### src/rtl/biquad8_pole_coeff_loader.sv
// biquad8_pole_coeff_loader
// Holds a software-written staging copy of the pole FIR coefficients, snapshots
// it on apply, streams the snapshot into the FIR's F and G B-cascade chains
// (cross DSP first, then the chain values from the far end down to index 0),
// delays the data to line up with the FIR's write-enable pipeline, and finally
// raises a single update strobe so every B2 register switches together.
module biquad8_pole_coeff_loader #(
  parameter int FLEN      = 7,
  parameter int GLEN      = 8,
  parameter int CW        = 18,
  parameter int DAT_DELAY = 2
) (
  input  logic          clk,
  input  logic          rst,
  input  logic          stg_wr_i,
  input  logic [4:0]    stg_adr_i,
  input  logic [CW-1:0] stg_dat_i,
  input  logic          apply_i,
  output logic          busy_o,
  output logic          done_o,
  output logic [4:0]    coeff_adr_o,
  output logic          coeff_wr_o,
  output logic          coeff_update_o,
  output logic [CW-1:0] coeff_dat_o
);

  localparam logic [4:0] L_FLEN       = 5'(FLEN);
  localparam logic [4:0] L_GLEN       = 5'(GLEN);
  localparam logic [4:0] L_GBASE      = 5'd16;
  localparam logic [4:0] L_DRAIN_LAST = 5'((DAT_DELAY > 1) ? (DAT_DELAY - 2) : 0);

  typedef enum logic [2:0] {
    S_IDLE,
    S_LOAD_F,
    S_LOAD_G,
    S_DRAIN,
    S_UPDATE
  } state_t;

  state_t        r_state;
  state_t        w_nextState;
  logic [4:0]    r_idx;
  logic [4:0]    w_nextIdx;
  logic          r_pending;
  logic          w_pendingNext;
  logic          r_done;
  logic          w_snapshot;
  logic          w_wr;
  logic          w_update;
  logic [4:0]    w_adr;
  logic [4:0]    w_fSel;
  logic [4:0]    w_gSel;
  logic [CW-1:0] w_wrDat;

  logic [CW-1:0] r_fStg     [0:FLEN];
  logic [CW-1:0] r_gStg     [0:GLEN];
  logic [CW-1:0] w_fStgNext [0:FLEN];
  logic [CW-1:0] w_gStgNext [0:GLEN];
  logic [CW-1:0] r_fAct     [0:FLEN];
  logic [CW-1:0] r_gAct     [0:GLEN];
  logic [CW-1:0] r_datPipe  [0:DAT_DELAY-1];

  // Staging file with this cycle's write merged in, so a snapshot taken in the
  // same cycle as a write sees the new value.
  always_comb begin
    for (int k = 0; k <= FLEN; k++) begin
      w_fStgNext[k] = r_fStg[k];
      if (stg_wr_i && (stg_adr_i == 5'(k))) begin
        w_fStgNext[k] = stg_dat_i;
      end
    end
    for (int k = 0; k <= GLEN; k++) begin
      w_gStgNext[k] = r_gStg[k];
      if (stg_wr_i && (stg_adr_i == (L_GBASE + 5'(k)))) begin
        w_gStgNext[k] = stg_dat_i;
      end
    end
  end

  // Next-state logic and the write-side outputs of the load sequencer.
  always_comb begin
    w_nextState = r_state;
    w_nextIdx   = r_idx;
    w_snapshot  = 1'b0;
    w_wr        = 1'b0;
    w_adr       = 5'd0;
    w_update    = 1'b0;
    w_fSel      = 5'd0;
    w_gSel      = 5'd0;
    case (r_state)
      S_IDLE: begin
        if (apply_i) begin
          w_snapshot  = 1'b1;
          w_nextState = S_LOAD_F;
          w_nextIdx   = 5'd0;
        end
      end
      S_LOAD_F: begin
        w_wr   = 1'b1;
        w_adr  = (r_idx == 5'd0) ? L_FLEN : (L_FLEN - 5'd1);
        w_fSel = L_FLEN - r_idx;
        if (r_idx == L_FLEN) begin
          w_nextState = S_LOAD_G;
          w_nextIdx   = 5'd0;
        end else begin
          w_nextIdx = r_idx + 5'd1;
        end
      end
      S_LOAD_G: begin
        w_wr   = 1'b1;
        w_adr  = (r_idx == 5'd0) ? (L_GBASE + L_GLEN) : (L_GBASE + L_GLEN - 5'd1);
        w_gSel = L_GLEN - r_idx;
        if (r_idx == L_GLEN) begin
          w_nextState = (DAT_DELAY > 1) ? S_DRAIN : S_UPDATE;
          w_nextIdx   = 5'd0;
        end else begin
          w_nextIdx = r_idx + 5'd1;
        end
      end
      S_DRAIN: begin
        if (r_idx == L_DRAIN_LAST) begin
          w_nextState = S_UPDATE;
          w_nextIdx   = 5'd0;
        end else begin
          w_nextIdx = r_idx + 5'd1;
        end
      end
      S_UPDATE: begin
        w_update = 1'b1;
        if (r_pending || apply_i) begin
          w_snapshot  = 1'b1;
          w_nextState = S_LOAD_F;
          w_nextIdx   = 5'd0;
        end else begin
          w_nextState = S_IDLE;
        end
      end
      default: begin
        w_nextState = S_IDLE;
        w_nextIdx   = 5'd0;
      end
    endcase
  end

  // One-deep request memory: any number of applies during a load become one reload.
  always_comb begin
    w_pendingNext = r_pending;
    if (w_snapshot) begin
      w_pendingNext = 1'b0;
    end else if (apply_i && (r_state != S_IDLE)) begin
      w_pendingNext = 1'b1;
    end
  end

  // Select the active-bank value for the slot being written this cycle.
  always_comb begin
    w_wrDat = '0;
    if (r_state == S_LOAD_F) begin
      for (int k = 0; k <= FLEN; k++) begin
        if (w_fSel == 5'(k)) begin
          w_wrDat = r_fAct[k];
        end
      end
    end else if (r_state == S_LOAD_G) begin
      for (int k = 0; k <= GLEN; k++) begin
        if (w_gSel == 5'(k)) begin
          w_wrDat = r_gAct[k];
        end
      end
    end
  end

  // Sequencer state, slot counter, pending request and the done pulse.
  always_ff @(posedge clk or posedge rst) begin
    if (rst) begin
      r_state   <= S_IDLE;
      r_idx     <= 5'd0;
      r_pending <= 1'b0;
      r_done    <= 1'b0;
    end else begin
      r_state   <= w_nextState;
      r_idx     <= w_nextIdx;
      r_pending <= w_pendingNext;
      r_done    <= (r_state == S_UPDATE);
    end
  end

  // Staging register file, written by software at any time.
  always_ff @(posedge clk or posedge rst) begin
    if (rst) begin
      for (int k = 0; k <= FLEN; k++) r_fStg[k] <= '0;
      for (int k = 0; k <= GLEN; k++) r_gStg[k] <= '0;
    end else begin
      r_fStg <= w_fStgNext;
      r_gStg <= w_gStgNext;
    end
  end

  // Active bank: frozen copy of the staging file taken at the start of each load.
  always_ff @(posedge clk or posedge rst) begin
    if (rst) begin
      for (int k = 0; k <= FLEN; k++) r_fAct[k] <= '0;
      for (int k = 0; k <= GLEN; k++) r_gAct[k] <= '0;
    end else if (w_snapshot) begin
      r_fAct <= w_fStgNext;
      r_gAct <= w_gStgNext;
    end
  end

  // Data delay line matching the FIR's write-enable to B1-enable register depth.
  always_ff @(posedge clk or posedge rst) begin
    if (rst) begin
      for (int k = 0; k < DAT_DELAY; k++) r_datPipe[k] <= '0;
    end else begin
      r_datPipe[0] <= w_wrDat;
      for (int k = 1; k < DAT_DELAY; k++) r_datPipe[k] <= r_datPipe[k-1];
    end
  end

  assign busy_o         = (r_state != S_IDLE);
  assign done_o         = r_done;
  assign coeff_wr_o     = w_wr;
  assign coeff_adr_o    = w_adr;
  assign coeff_update_o = w_update;
  assign coeff_dat_o    = r_datPipe[DAT_DELAY-1];

endmodule

### config.mk
export PLATFORM = sky130hd
export DESIGN_NAME = biquad8_pole_coeff_loader
export DESIGN_NICKNAME = d
export VERILOG_FILES = /design/src/rtl/biquad8_pole_coeff_loader.sv
export SDC_FILE = /design/constraint.sdc
export NUM_CORES = 1
export LEC_CHECK = 0
export CORE_ASPECT_RATIO = 0.8
export CORE_MARGIN = 3
export CORE_UTILIZATION = 30
export DETAILED_ROUTE_END_ITERATION = 7
export PLACE_DENSITY_LB_ADDON = 0.05
export SETUP_SLACK_MARGIN = 0.2
export SLEW_MARGIN = 20
export SYNTH_ARGS = -nofsm -noshare
export SYNTH_HDL_FRONTEND = slang
export SYNTH_SLANG_ARGS = --single-unit
### constraint.sdc
create_clock -name clk -period 44.6 [get_ports clk]
set_clock_uncertainty 0.1 [all_clocks]
set_input_delay 6.69 -clock clk [delete_from_list [all_inputs] [get_ports clk]]
set_output_delay 6.69 -clock clk [all_outputs]
set_load 0.05 [all_outputs]
==> metrics.txt <==
setup bufs post-CTS=0; outcome=finished clean; Top Ports=54; Post-CTS Hold Buffers=0; Hold WC Path Type=flop to flop; Cell variety after synth=76; final setup margin=33.97 ns; Detailed Route Iter0 Violations=slightly below 800; vias in the first global route=around 17000; Worst Path Required=37.81 ns; initial antenna violation count=2; Die Y=roughly 280 um; clk buf depth=3; gate count of the mapped netlist=about 1900; TritonCTS clock tree=built; die width=343 um; fraction of registers with async set or reset after synthesis=100%; Placement Cell Area=29000 um^2; Slew Viols, Final=0; final cell count without fillers=3132; worst-path cell chain=clkinv_1 -> ha_1 -> nor2b_1 -> nand2_1 -> o21ai_0 -> o31ai_1 -> clkdlybuf4s50_1; most numerous cell in the Yosys netlist=dfrtp_1; antenna-violating nets left=0; CTS sink count=roughly 660; clock share of power=27.5%; DP Worst Slack=~34 ns; I/O Buffers=53; logic gate share of total power=just over 30%; worst-skew pair later-pin latency=0.61 ns; GR Util All Layers=16.0%; first-pass GRT wire length=113000 um; pwr dens=68.0 nW/um^2; Starting Density=a little under a third; GP Congestion=0.738; Yosys top cell area share=60.5%; cell taking the most area after synthesis=dfrtp_1; Psw=between 0.6 and 0.7 mW; DRC violations left=0; Switching Share=31.8%; Tot Pwr=2.13 mW; nets@finish=1912; Internal Power=1.45 mW; leakage=~14 nW; startpoint types=flop; die area=94400 um^2; part of the power in registers=42.3%; Tmin final=10.63 ns; Post-Syn Nets=1890; layout cells sized above 1=roughly two fifths; core footprint=89600 um^2; relative slew slack=a little over a quarter; Area Growth Syn to Fin=15.0%; Slew @ Worst Pin=1.10 ns; total CTS buffers=between 70 and 80; WL/cell=23.9 um; top_reg_cell synth=dfrtp_1; ratio of final minimum period to clock period=around a quarter; Root Driver=clkbuf_16; maxcap violations=0; global route overflow=0; slowest CP cell=clkdlybuf4s50_1; final setup violation count=0; detailed placement HPWL=43100 um; sequential fraction of the synthesis area=about three fifths; final count of hold timing violations=0; FF+latch count, synth=658; H-tree depth=3; clock-pin slew on the worst setup and hold paths=0.06 ns; synth top area cells=dfrtp_1 (61%), mux2_2 (25%), mux4_2 (0.99%), clkbuf_1 (0.94%), nand2_1 (0.94%); via count=approximately 16000; Setup CP Type=flop to output pin; synth cell count leaders=dfrtp_1 (658), mux2_2 (612), clkbuf_1 (68), nand2_1 (68), o21ai_0 (47); Peak VDD IR=0.0000414 V; Resized Gates After CTS=0; routed vias/inst=between 4 and 5; CP max FO=24; Total Wirelength=74800 um; Mapped Avg Cell Area=14.6 um^2; Max Freq=between 0.09 and 0.1 GHz; placed cell count=3007; Synth warnings=0; post-synthesis cell area=27200 um^2; setup TNS=0 ns; First-pass DRT Iterations=5; Post-synth EDFFs=0; endpoint type of the worst setup path=output pin; Worst Path Arrival=3.84 ns; cell area after layout=31300 um^2; RSZ-0062 raised after global routing=no; CP peak stage delay=0.84 ns; pin count of the biggest net entering global routing=168; Rows=98
## critical path, delay by kind of cell, from the launching register on
kind                       cells  cell delay (ns)
buffers and inverters          2             1.37
AOI/OAI and AO/OA              2             0.23
and+or+nand+nor                2             0.36
DFF                            1             0.76
adders and majority gates      1             0.51
## kinds of logic (layout without fill, tap and decap cells)
logic type | Yosys count | in the layout | synth area share, %
XOR/XNOR | 1 | 1 | 0.0322
multiplexers | 650 | 650 | 27.3
adder cells (fa/ha/maj) | 3 | 3 | 0.138
buffers and inverters | 154 | 225 | 2.68
other | 0 | 1 | 0
AND/OR/NAND/NOR | 175 | 175 | 3.39
AO/OA/AOI/OAI | 219 | 219 | 5.98
flip-flops | 658 | 658 | 60.5
## stage by stage
stage,util [%],hold slack [ns]
2_1_floorplan,-,0.231
3_3_place_gp,32.3,0.233
3_5_place_dp,32.3,0.235
4_1_cts,34.9,0.248
5_1_grt,34.9,0.257
6_report,34.9,0.247
## state kept, by name, indices dropped and copies added (netlist names)
signal,flops
r_fStg,144
coeff_dat_o,18
r_datPipe,18
done_o,1
r_pending,1
r_gAct,162
r_idx,5
r_state,3
r_fAct,144
r_gStg,162
## final cells by class
class                   instances  area [um^2]
diodes                          1         2.50
clock buffers                 110         2180
clock inverters                13          133
fillers                      8616        58300
inverters                      10         46.3
multi-input cells            1048        10100
flip-flops and latches        658        16500
well taps                    1200         1500
repair buffers                 92          871
## power groups by stage
stage | sequential, mW | clock [mW] | combinational, mW
CTS | 0.900 | 0.611 | 0.657
global placement | 0.905 | 0 | 0.644
finish | 0.900 | 0.586 | 0.642
floorplan | 0.872 | 0 | 0.493
global route | 0.924 | 0.634 | 0.700
detailed placement | 0.910 | 0 | 0.655
## cell usage in the layout, fill, tap and decap left out, drive strengths merged, types with 10 or more instances in the layout
cell,Yosys,layout
o21ai,47,47
clkinv,2,11
o221ai,25,25
a21oi,37,37
mux2i,25,25
a222oi,16,16
nor2,30,30
nor2b,10,10
clkdlybuf4s50,0,52
nand2,69,69
buf,76,40
clkbuf,68,110
mux4,12,12
dfrtp,658,658
a22o,13,13
nor3,18,18
mux2,613,613
## routing by layer
metal | global-route usage (%) | share of wire (%)
met5 | 0 | 0
met4 | 3.13 | 1.6
met3 | 2.55 | 3.1
met2 | 25.3 | 46
met1 | 23.4 | 49
## final timing paths
check	start	endpoint	slack (ns)	cells past startpoint
min	r_datPipe[22]	coeff_dat_o[4]	0.25	0
min in group asynchronous	rst	r_fStg[78]	6.53	2
max	r_idx[0]	coeff_adr_o[0]	33.97	7
max reg2reg	r_idx[0]	r_datPipe[33]	39.67	9
min reg2reg	r_datPipe[22]	coeff_dat_o[4]	0.25	0
max in group asynchronous	rst	r_gAct[148]	35.01	5
Power figures use the tool's default switching activity.
